--- src/rtl/cond_flag_unit_if.sv ---
// Bus between the multicycle controller/ALU and the condition/flag unit.
// The master drives ALU results, decode controls and ungated strobes; the slave returns registered state and gated strobes.
interface cond_flag_unit_if #(
   parameter int CNT_W = 16
);
   logic [31:0]      Result;
   logic [3:0]       ALUFlags;
   logic             ALUOutEn;
   logic [3:0]       Cond;
   logic             CondLatch;
   logic [1:0]       FlagW;
   logic             PCS;
   logic             RegW;
   logic             MemW;
   logic             NoWrite;
   logic [31:0]      ALUOut;
   logic [3:0]       Flags;
   logic             CondEx;
   logic             PCWrite;
   logic             RegWrite;
   logic             MemWrite;
   logic [CNT_W-1:0] SquashCnt;

   modport master (
      output Result, ALUFlags, ALUOutEn, Cond, CondLatch, FlagW,
             PCS, RegW, MemW, NoWrite,
      input  ALUOut, Flags, CondEx, PCWrite, RegWrite, MemWrite, SquashCnt
   );

   modport slave (
      input  Result, ALUFlags, ALUOutEn, Cond, CondLatch, FlagW,
             PCS, RegW, MemW, NoWrite,
      output ALUOut, Flags, CondEx, PCWrite, RegWrite, MemWrite, SquashCnt
   );
endinterface

--- src/rtl/cond_flag_unit.sv ---
// Registers ALUOut and NZCV, evaluates the ARM condition field against stored flags,
// gates architectural write strobes and counts squashed instructions (saturating).
module cond_flag_unit #(
   parameter int CNT_W = 16
) (
   input logic             clk,
   input logic             rst_n,
   cond_flag_unit_if.slave bus
);

   logic [31:0]      alu_out_q, alu_out_d;
   logic [3:0]       flags_q, flags_d;
   logic             cond_q, cond_d;
   logic [CNT_W-1:0] squash_q, squash_d;
   logic             eval_now;
   logic             cond_ex;

   function automatic logic eval_cond(input logic [3:0] cond, input logic [3:0] f);
      logic n, z, c, v;
      {n, z, c, v} = f;
      case (cond)
         4'h0:    eval_cond = z;
         4'h1:    eval_cond = ~z;
         4'h2:    eval_cond = c;
         4'h3:    eval_cond = ~c;
         4'h4:    eval_cond = n;
         4'h5:    eval_cond = ~n;
         4'h6:    eval_cond = v;
         4'h7:    eval_cond = ~v;
         4'h8:    eval_cond = c & ~z;
         4'h9:    eval_cond = ~c | z;
         4'hA:    eval_cond = (n == v);
         4'hB:    eval_cond = (n != v);
         4'hC:    eval_cond = ~z & (n == v);
         4'hD:    eval_cond = z | (n != v);
         default: eval_cond = 1'b1;
      endcase
   endfunction

   always_comb begin
      eval_now  = eval_cond(bus.Cond, flags_q);
      // Same-cycle bypass: the verdict is usable in Decode without waiting for cond_q
      cond_ex   = bus.CondLatch ? eval_now : cond_q;
      cond_d    = cond_ex;

      flags_d   = flags_q;
      if (bus.FlagW[1] && cond_ex) flags_d[3:2] = bus.ALUFlags[3:2];
      if (bus.FlagW[0] && cond_ex) flags_d[1:0] = bus.ALUFlags[1:0];

      alu_out_d = bus.ALUOutEn ? bus.Result : alu_out_q;

      squash_d  = squash_q;
      if (bus.CondLatch && !eval_now && (squash_q != {CNT_W{1'b1}}))
         squash_d = squash_q + CNT_W'(1);
   end

   always_ff @(posedge clk) begin
      if (!rst_n) begin
         alu_out_q <= 32'h0;
         flags_q   <= 4'h0;
         cond_q    <= 1'b1;
         squash_q  <= '0;
      end else begin
         alu_out_q <= alu_out_d;
         flags_q   <= flags_d;
         cond_q    <= cond_d;
         squash_q  <= squash_d;
      end
   end

   assign bus.ALUOut    = alu_out_q;
   assign bus.Flags     = flags_q;
   assign bus.CondEx    = cond_ex;
   assign bus.PCWrite   = bus.PCS & cond_ex;
   assign bus.RegWrite  = bus.RegW & cond_ex & ~bus.NoWrite;
   assign bus.MemWrite  = bus.MemW & cond_ex;
   assign bus.SquashCnt = squash_q;

endmodule

--- src/flat_wrapper.sv ---
// flat-port wrapper written by rule: the top's interface ports become plain ports
module cond_flag_unit_flat 
#(
   parameter int CNT_W = 16
)
  (clk, rst_n, bus_Result, bus_ALUFlags, bus_ALUOutEn, bus_Cond, bus_CondLatch, bus_FlagW, bus_PCS, bus_RegW, bus_MemW, bus_NoWrite, bus_ALUOut, bus_Flags, bus_CondEx, bus_PCWrite, bus_RegWrite, bus_MemWrite, bus_SquashCnt);
  cond_flag_unit_if #(.CNT_W(CNT_W)) bus_i ();
  input logic clk;
  input logic rst_n;
  input wire logic [$bits(bus_i.Result)-1:0] bus_Result;
  input wire logic [$bits(bus_i.ALUFlags)-1:0] bus_ALUFlags;
  input wire logic [$bits(bus_i.ALUOutEn)-1:0] bus_ALUOutEn;
  input wire logic [$bits(bus_i.Cond)-1:0] bus_Cond;
  input wire logic [$bits(bus_i.CondLatch)-1:0] bus_CondLatch;
  input wire logic [$bits(bus_i.FlagW)-1:0] bus_FlagW;
  input wire logic [$bits(bus_i.PCS)-1:0] bus_PCS;
  input wire logic [$bits(bus_i.RegW)-1:0] bus_RegW;
  input wire logic [$bits(bus_i.MemW)-1:0] bus_MemW;
  input wire logic [$bits(bus_i.NoWrite)-1:0] bus_NoWrite;
  output wire logic [$bits(bus_i.ALUOut)-1:0] bus_ALUOut;
  output wire logic [$bits(bus_i.Flags)-1:0] bus_Flags;
  output wire logic [$bits(bus_i.CondEx)-1:0] bus_CondEx;
  output wire logic [$bits(bus_i.PCWrite)-1:0] bus_PCWrite;
  output wire logic [$bits(bus_i.RegWrite)-1:0] bus_RegWrite;
  output wire logic [$bits(bus_i.MemWrite)-1:0] bus_MemWrite;
  output wire logic [$bits(bus_i.SquashCnt)-1:0] bus_SquashCnt;
  assign bus_i.Result = bus_Result;
  assign bus_i.ALUFlags = bus_ALUFlags;
  assign bus_i.ALUOutEn = bus_ALUOutEn;
  assign bus_i.Cond = bus_Cond;
  assign bus_i.CondLatch = bus_CondLatch;
  assign bus_i.FlagW = bus_FlagW;
  assign bus_i.PCS = bus_PCS;
  assign bus_i.RegW = bus_RegW;
  assign bus_i.MemW = bus_MemW;
  assign bus_i.NoWrite = bus_NoWrite;
  assign bus_ALUOut = bus_i.ALUOut;
  assign bus_Flags = bus_i.Flags;
  assign bus_CondEx = bus_i.CondEx;
  assign bus_PCWrite = bus_i.PCWrite;
  assign bus_RegWrite = bus_i.RegWrite;
  assign bus_MemWrite = bus_i.MemWrite;
  assign bus_SquashCnt = bus_i.SquashCnt;
  cond_flag_unit #(.CNT_W(CNT_W)) u_core (.clk(clk), .rst_n(rst_n), .bus(bus_i));
endmodule
--- config.mk ---
export PLATFORM = sky130hd
export DESIGN_NAME = cond_flag_unit_flat
export DESIGN_NICKNAME = d
export VERILOG_FILES = /design/src/rtl/cond_flag_unit_if.sv /design/src/rtl/cond_flag_unit.sv /design/src/flat_wrapper.sv
export SDC_FILE = /design/constraint.sdc
export NUM_CORES = 1
export LEC_CHECK = 0
export CAP_MARGIN = 30
export CORE_MARGIN = 3
export CORE_UTILIZATION = 37
export CTS_BUF_LIST = sky130_fd_sc_hd__clkbuf_16
export CTS_CLUSTER_DIAMETER = 200
export DETAILED_ROUTE_END_ITERATION = 6
export PLACE_DENSITY = 0.76
export SYNTH_ARGS = -nofsm -noshare
export SYNTH_HDL_FRONTEND = slang
export SYNTH_SLANG_ARGS = --single-unit
--- constraint.sdc ---
create_clock -name clk -period 1.94 [get_ports clk]
set_input_delay 0.194 -clock clk [delete_from_list [all_inputs] [get_ports clk]]
set_output_delay 0.194 -clock clk [all_outputs]
set_load 0.01 [all_outputs]
==> results of run 1 <==
synthesized netlist by cell type (all sizes together) (5+ instances only):
cell	instances	area share
nor2	32	0.052
nand3	5	0.011
clkbuf	7	0.011
o31ai	12	0.039
dfxtp	53	0.46
a21oi	15	0.032
mux2i	37	0.16
buf	9	0.019
nand2	15	0.024
or4	11	0.036
logic make-up (layout without fill, tap and decap cells):
family | after synthesis | after routing | synth area share
xor gates and xnor gates | 5 | 5 | 0.0189
and+or+nand+nor | 89 | 89 | 0.202
adders and majority gates | 1 | 1 | 0.00540
AOI/OAI and AO/OA | 40 | 40 | 0.119
muxes | 37 | 37 | 0.160
DFF | 53 | 53 | 0.458
buffers and inverters | 20 | 146 | 0.0372
per-stage QoR:
stage	util	hold slack, ns
2_1_floorplan	-	0.329
3_3_place_gp	0.606	0.448
3_5_place_dp	0.606	0.469
4_1_cts	0.633	0.420
5_1_grt	0.639	0.441
6_report	0.639	0.412
layout make-up:
cell class	instances	area [sq um]	area share
clock buffer	5	125	0.0327
clock inverter	3	13.8	0.00360
inverter	4	15.0	0.00392
multi-input combinational	172	1220	0.318
sequential	53	1070	0.279
tap	75	93.8	0.0245
timing repair buffer	134	1290	0.338
state kept, by name (all words and copies together) (netlist names):
| name | cells |
|---|---|
| u_core.cond_q | 1 |
| u_core.bus.Flags | 4 |
| u_core.bus.SquashCnt | 16 |
| u_core.bus.ALUOut | 32 |
per-layer routing:
layer  share of wire  track usage  vias to the layer above
met4          0.0021       0.0273                        0
met5               0            0                        -
li1                -            -                     1129
met1            0.45        0.220                     1041
met3           0.075       0.0447                        2
met2            0.48        0.285                       80
worst max-delay path: stages, from the launching register on:
cell and delay [ns]:
dfxtp_2 0.34, buf_6 0.13, xnor2_4 0.12, a22oi_2 0.19, xor2_2 0.11, o311ai_4 0.29
o21a_4 0.20, buf_6 0.09, and3b_1 0.14, buf_2 0.12
worst max path at each step:
stage,cells after the start,endpoint,startpoint
after global routing,9,bus_RegWrite,u_core.bus.Flags[0]
after global placement,8,bus_RegWrite,bus_Cond[2]
after detailed placement,8,bus_RegWrite,bus_Cond[3]
final,9,bus_RegWrite,u_core.bus.Flags[0]
after CTS,9,bus_RegWrite,u_core.bus.Flags[0]
after floorplan,7,bus_RegWrite,u_core.bus.Flags[2]
where the power goes:
group / switching, mW / leakage (nW) / internal, mW
Combinational: 0.200 / 1.04 / 0.303
Sequential: 0.0308 / 0.436 / 1.14
Clock: 0.365 / 0.0748 / 0.469
timing repair:
action | in CTS | in global routing
buffers inserted | 3 | 0
setup endpoints to repair | 24 | 24
pin swaps | 5 | 1
gates resized for setup | 17 | 8
==> summary.txt, run 1 <==
Timing
  • Slew Viols, Final: 0
  • Min Tclk post-route: 2.19 ns
  • Final worst setup slack: -0.246 ns
  • Fin crit share: 1.13
  • Final setup viols: 20
  • Slew margin rel.: 0.730
  • Slew @ Worst Pin: 0.405 ns
  • Fmax: 458 MHz
  • Final Skew: 0.00335 ns
  • Unrepaired setup endpoints after global routing: yes
  • Setup TNS: -2.61 ns
  • Fin. Hold Viols: 0

Layout
  • Final instance area: 0.00383 sq mm
  • Area Growth Syn to Fin: 65.0%
  • Filler Cell Count: 497
  • Fin cells: 446
  • Layout Nets: 421
  • Antenna diode count: 0
  • Most common cell after layout, fill and taps aside: clkdlybuf4s50_1
  • Commonest non-fill, non-tap cells in the layout: clkdlybuf4s50_1 (98), dfxtp_1 (49), mux2i_1 (37)
  • Share of post-route cells with drive strength above 1: 0.137

Die
  • Top Ports: 106
  • Die X: 85.2 microns
  • Starting Density: 0.387
  • Die height: 85.2 microns
  • Area of the die: 0.00725 sq mm
  • Row cnt: 28
  • Core footprint: 0.00599 sq mm

Worst setup path
  • Worst Path Class, Setup: flip-flop to primary output
  • CP required: 1.75 ns
  • Setup slack, reg-to-reg: -0.18 ns
  • CP max FO: 4
  • Reg-to-Reg Start: u_core.bus.Flags[0]
  • R2r worst-path depth: 8
  • Critical path data arrival time: 1.99 ns
  • Worst R2R End: u_core.bus.SquashCnt[7]
  • Startpoint Class: flip-flop
  • Critical Path End Type: primary output

Clock network
  • # clock sinks: 53
  • CTS tree: built
  • Clk_lat worst skew: 0.28 ns
  • CTS Buf Count: 5
  • Hold-fix buffers, CTS: 0
  • Clk buf depth: 2
  • Reg clk slew, reported paths: 0.07 ns
  • CTS Root Cell: clkbuf_16
  • H-tree Lvls: 2

Yosys
  • Sequential element share of the synthesized area: 0.458
  • Syn Area/Cell: 9.46 sq um
  • Post-synth EDFFs: 0
  • Yosys warnings: 0
  • Synth Instances: 245
  • Dominant synthesized flop cell: dfxtp_1
  • Synthesized cell area: 0.00232 sq mm
  • Cell variety after synth: 37
  • FFs w/ async S/R, synth: 0
  • Flops & latches, synth: 53
  • Syn_nets: 296

Status
  • Status: finished with violations
  • Failing checks: negative setup slack

Min path
  • Worst hold stages: 3
  • Hold Path Class: input port to flip-flop
  • Hold path start: bus_ALUOutEn
  • Hold path endpoint: u_core.bus.ALUOut[21]

Global routing
  • Antenna violations before repair: 0
  • First-pass GRT wire length: 10300 microns
  • Vias in the first global route: 2194
  • Gr ovfl total: 0
  • Pin count of the biggest net entering global routing: 35
  • GRT Total Usage: 0.169

Drt
  • Initial DRC count: 62
  • Detailed Routing Iterations Pass 1: 4
  • ANT nets after route: 0
  • Routed vias/inst: 5.05
  • Total Wirelength: 6120 microns
  • DRC: 0
  • Routed WL per cell: 13.7 microns
  • Vias: 2252

Placed design
  • Final Wtd Congestion: 0.834
  • Detailed Place HPWL: 4560 microns
  • Dpl cell area: 0.00363 sq mm
  • Minimum setup slack after placement: -0.579 ns
  • PortBufs: 105
  • Dpl cells: 435

Pwr
  • PwrDens: 656 mW/mm^2
  • Pwr Total: 2.51 mW
  • Worst vdd ir: 0.338 mV
  • Total leakage power: 1.56 nW

Job
  • Max-cap viol count: 0
No activity file was read; power rests on OpenSTA's default activity.
==> run 2: changes to the inputs <==
ABC_AREA = 0   (was not set)
CORE_UTILIZATION = 55   (was 37)
DONT_BUFFER_PORTS = 1   (was not set)
PLACE_DENSITY = 0.73   (was 0.76)
==> run 2 against run 1 <==
The run still ends with negative setup slack left. First-iteration DRC count is 4.8% higher. Worst hold slack worse by 0.37 ns. Cell count is 30% lower. Core utilization is 7.2 points higher. Critical path type unchanged. Largest cell class is now multi-input combinational cells.
==> summary.txt, run 2 (synthesized netlist as in run 1, its figures left out) <==
Global routing
  • Pin count of the biggest net entering global routing: 49
  • Vias in the first global route: 1829
  • GRT Total Usage: 0.205
  • First-pass GRT wire length: 8490 microns
  • Gr ovfl total: 0
  • Antenna violations before repair: 0

Layout
  • Max reg flops: 32
  • Share of post-route cells with drive strength above 1: 0.185
  • Commonest non-fill, non-tap cells in the layout: dfxtp_1 (49), mux2i_1 (37), nor2_1 (32)
  • Antenna diode count: 0
  • Filler Cell Count: 323
  • Area Growth Syn to Fin: 18.1%
  • Most common cell after layout, fill and taps aside: dfxtp_1
  • Layout Nets: 315
  • Final core utilization: 0.710

Status
  • Failing checks: negative setup slack
  • Status: finished with violations

Worst setup path
  • Reg-to-Reg Start: u_core.bus.Flags[0]
  • Setup slack, reg-to-reg: -0.05 ns
  • Delay-heaviest family, CP: compound AO/OA/AOI/OAI gates
  • Max stage delay on crit path: 0.37 ns
  • Worst R2R End: u_core.bus.SquashCnt[5]
  • Critical Path End Type: primary output
  • CP required: 1.75 ns
  • Startpoint Class: flip-flop
  • CP max-delay cell: dfxtp_4
  • Critical path data arrival time: 1.91 ns
  • Worst Path Class, Setup: flip-flop to primary output
  • Crit path buf inv count: 1
  • CP max FO: 5
  • R2r worst-path depth: 7
  • CP Cell Sequence: xnor2_2, a22oi_2, xor2_2, o311ai_4, buf_4, o21a_4, and3b_2
  • Crit path from: u_core.bus.Flags[0]

Pwr
  • Clk pwr share: 0.368
  • Sequential power share: 0.522
  • Worst vdd ir: 0.549 mV
  • Sw Pwr: 0.544 mW
  • Combinational Power Share: 0.109
  • PwrDens: 838 mW/mm^2
  • Total leakage power: 1.14 nW
  • Pwr Total: 2.29 mW
  • Switching share of total power: 0.237
  • Pint: 1.75 mW

Drt
  • Initial DRC count: 65
  • Detailed Routing Iterations Pass 1: 4
  • Routed WL per cell: 16.2 microns
  • DRC: 0
  • Total Wirelength: 5060 microns
  • ANT nets after route: 0
  • Vias: 1865
  • Routed vias/inst: 5.96

Min path
  • Hold path endpoint: u_core.bus.Flags[3]
  • Hold path start: bus_ALUFlags[3]
  • Worst hold stages: 2
  • Hold Path Class: input port to flip-flop

Timing
  • Final worst setup slack: -0.164 ns
  • Unrepaired setup endpoints after global routing: yes
  • Fin. Hold Viols: 0
  • Slew margin rel.: 0.661
  • Fin crit share: 1.08
  • Slew @ Worst Pin: 0.508 ns
  • Min Tclk post-route: 2.10 ns
  • Final setup viols: 13
  • Slew Viols, Final: 0
  • Setup TNS: -0.673 ns
  • Final Skew: 0.00628 ns
  • Fmax: 475 MHz

Die
  • Top Ports: 106
  • Die height: 70.9 microns
  • Starting Density: 0.602
  • Die X: 70.9 microns
  • Row cnt: 22
  • Core footprint: 0.00385 sq mm
  • Area of the die: 0.00503 sq mm

Clock network
  • Clk buf depth: 2
  • # clock sinks: 53
  • Clk_lat worst skew: 0.28 ns
  • H-tree Lvls: 2
  • CTS tree: built
  • Reg clk slew, reported paths: 0.07 ns
  • CTS Root Cell: clkbuf_16
  • CTS Buf Count: 5

Job
  • Max-cap viol count: 0

Placed design
  • Detailed Place HPWL: 3570 microns
  • PortBufs: 0
  • Final Wtd Congestion: 0.744
run 2: how the worst max path moves through the flow:
stage | to | slack, ns | depth (start not counted)
final | bus_RegWrite | -0.16 | 7
after floorplan | bus_RegWrite | -0.05 | 7
after global routing | bus_RegWrite | -0.25 | 7
after CTS | bus_RegWrite | -0.13 | 7
after global placement | u_core.bus.SquashCnt[13] | 0.03 | 7
after detailed placement | u_core.bus.SquashCnt[5] | -0.04 | 7
run 2: layout make-up:
class / count / area, sq um / area share
multi-input combinational: 172 / 1220 / 0.447
sequential: 53 / 1070 / 0.390
inverter: 4 / 15.0 / 0.00548
tap: 48 / 60.1 / 0.0219
clock buffer: 5 / 125 / 0.0457
timing repair buffer: 28 / 229 / 0.0836
clock inverter: 3 / 17.5 / 0.00640
run 2: worst register-to-register path: cells and delay by family (launching register included):
family | cells | cell delay, ns
buffers and inverters | 1 | 0.19
AO/OA/AOI/OAI | 4 | 0.67
flip-flops | 1 | 0.37
XOR/XNOR | 1 | 0.16
AND/OR/NAND/NOR | 1 | 0.53
run 2: what timing repair did:
item                                    in CTS  in global routing
gates resized for setup                      5                  4
pin swaps                                    6                  0
setup buffers                                3                  1
endpoints found under the setup margin      16                 19
hold buffers                                 1                  0
endpoints found under the hold margin        1                  0
run 2: power by group through the flow:
stage	combinational (mW)	clock, mW	sequential (mW)
after global placement	0.233	0	1.22
after detailed placement	0.239	0	1.22
after global routing	0.277	0.903	1.20
after CTS	0.245	0.863	1.20
after floorplan	0.180	0	1.22
final	0.251	0.845	1.20
run 2: stage by stage:
step                      worst slack [ns]  instance area [sq um]  std cells  hold WS [ns]
after floorplan                    -0.0509                   2330        245         0.329
after global placement              0.0271                   2530        301         0.272
final                               -0.164                   2740        313        0.0378
after detailed placement           -0.0439                   2530        301         0.272
after global routing                -0.247                   2740        313        0.0394
after CTS                           -0.127                   2710        312        0.0376
run 2: metal layers:
metal  vias up  wire length (microns)  GRT usage
met4         0                     99     0.0585
li1        923                      -          -
met2        79                   2270      0.341
met5         -                      0          0
met3        12                    512     0.0753
met1       851                   2180      0.249
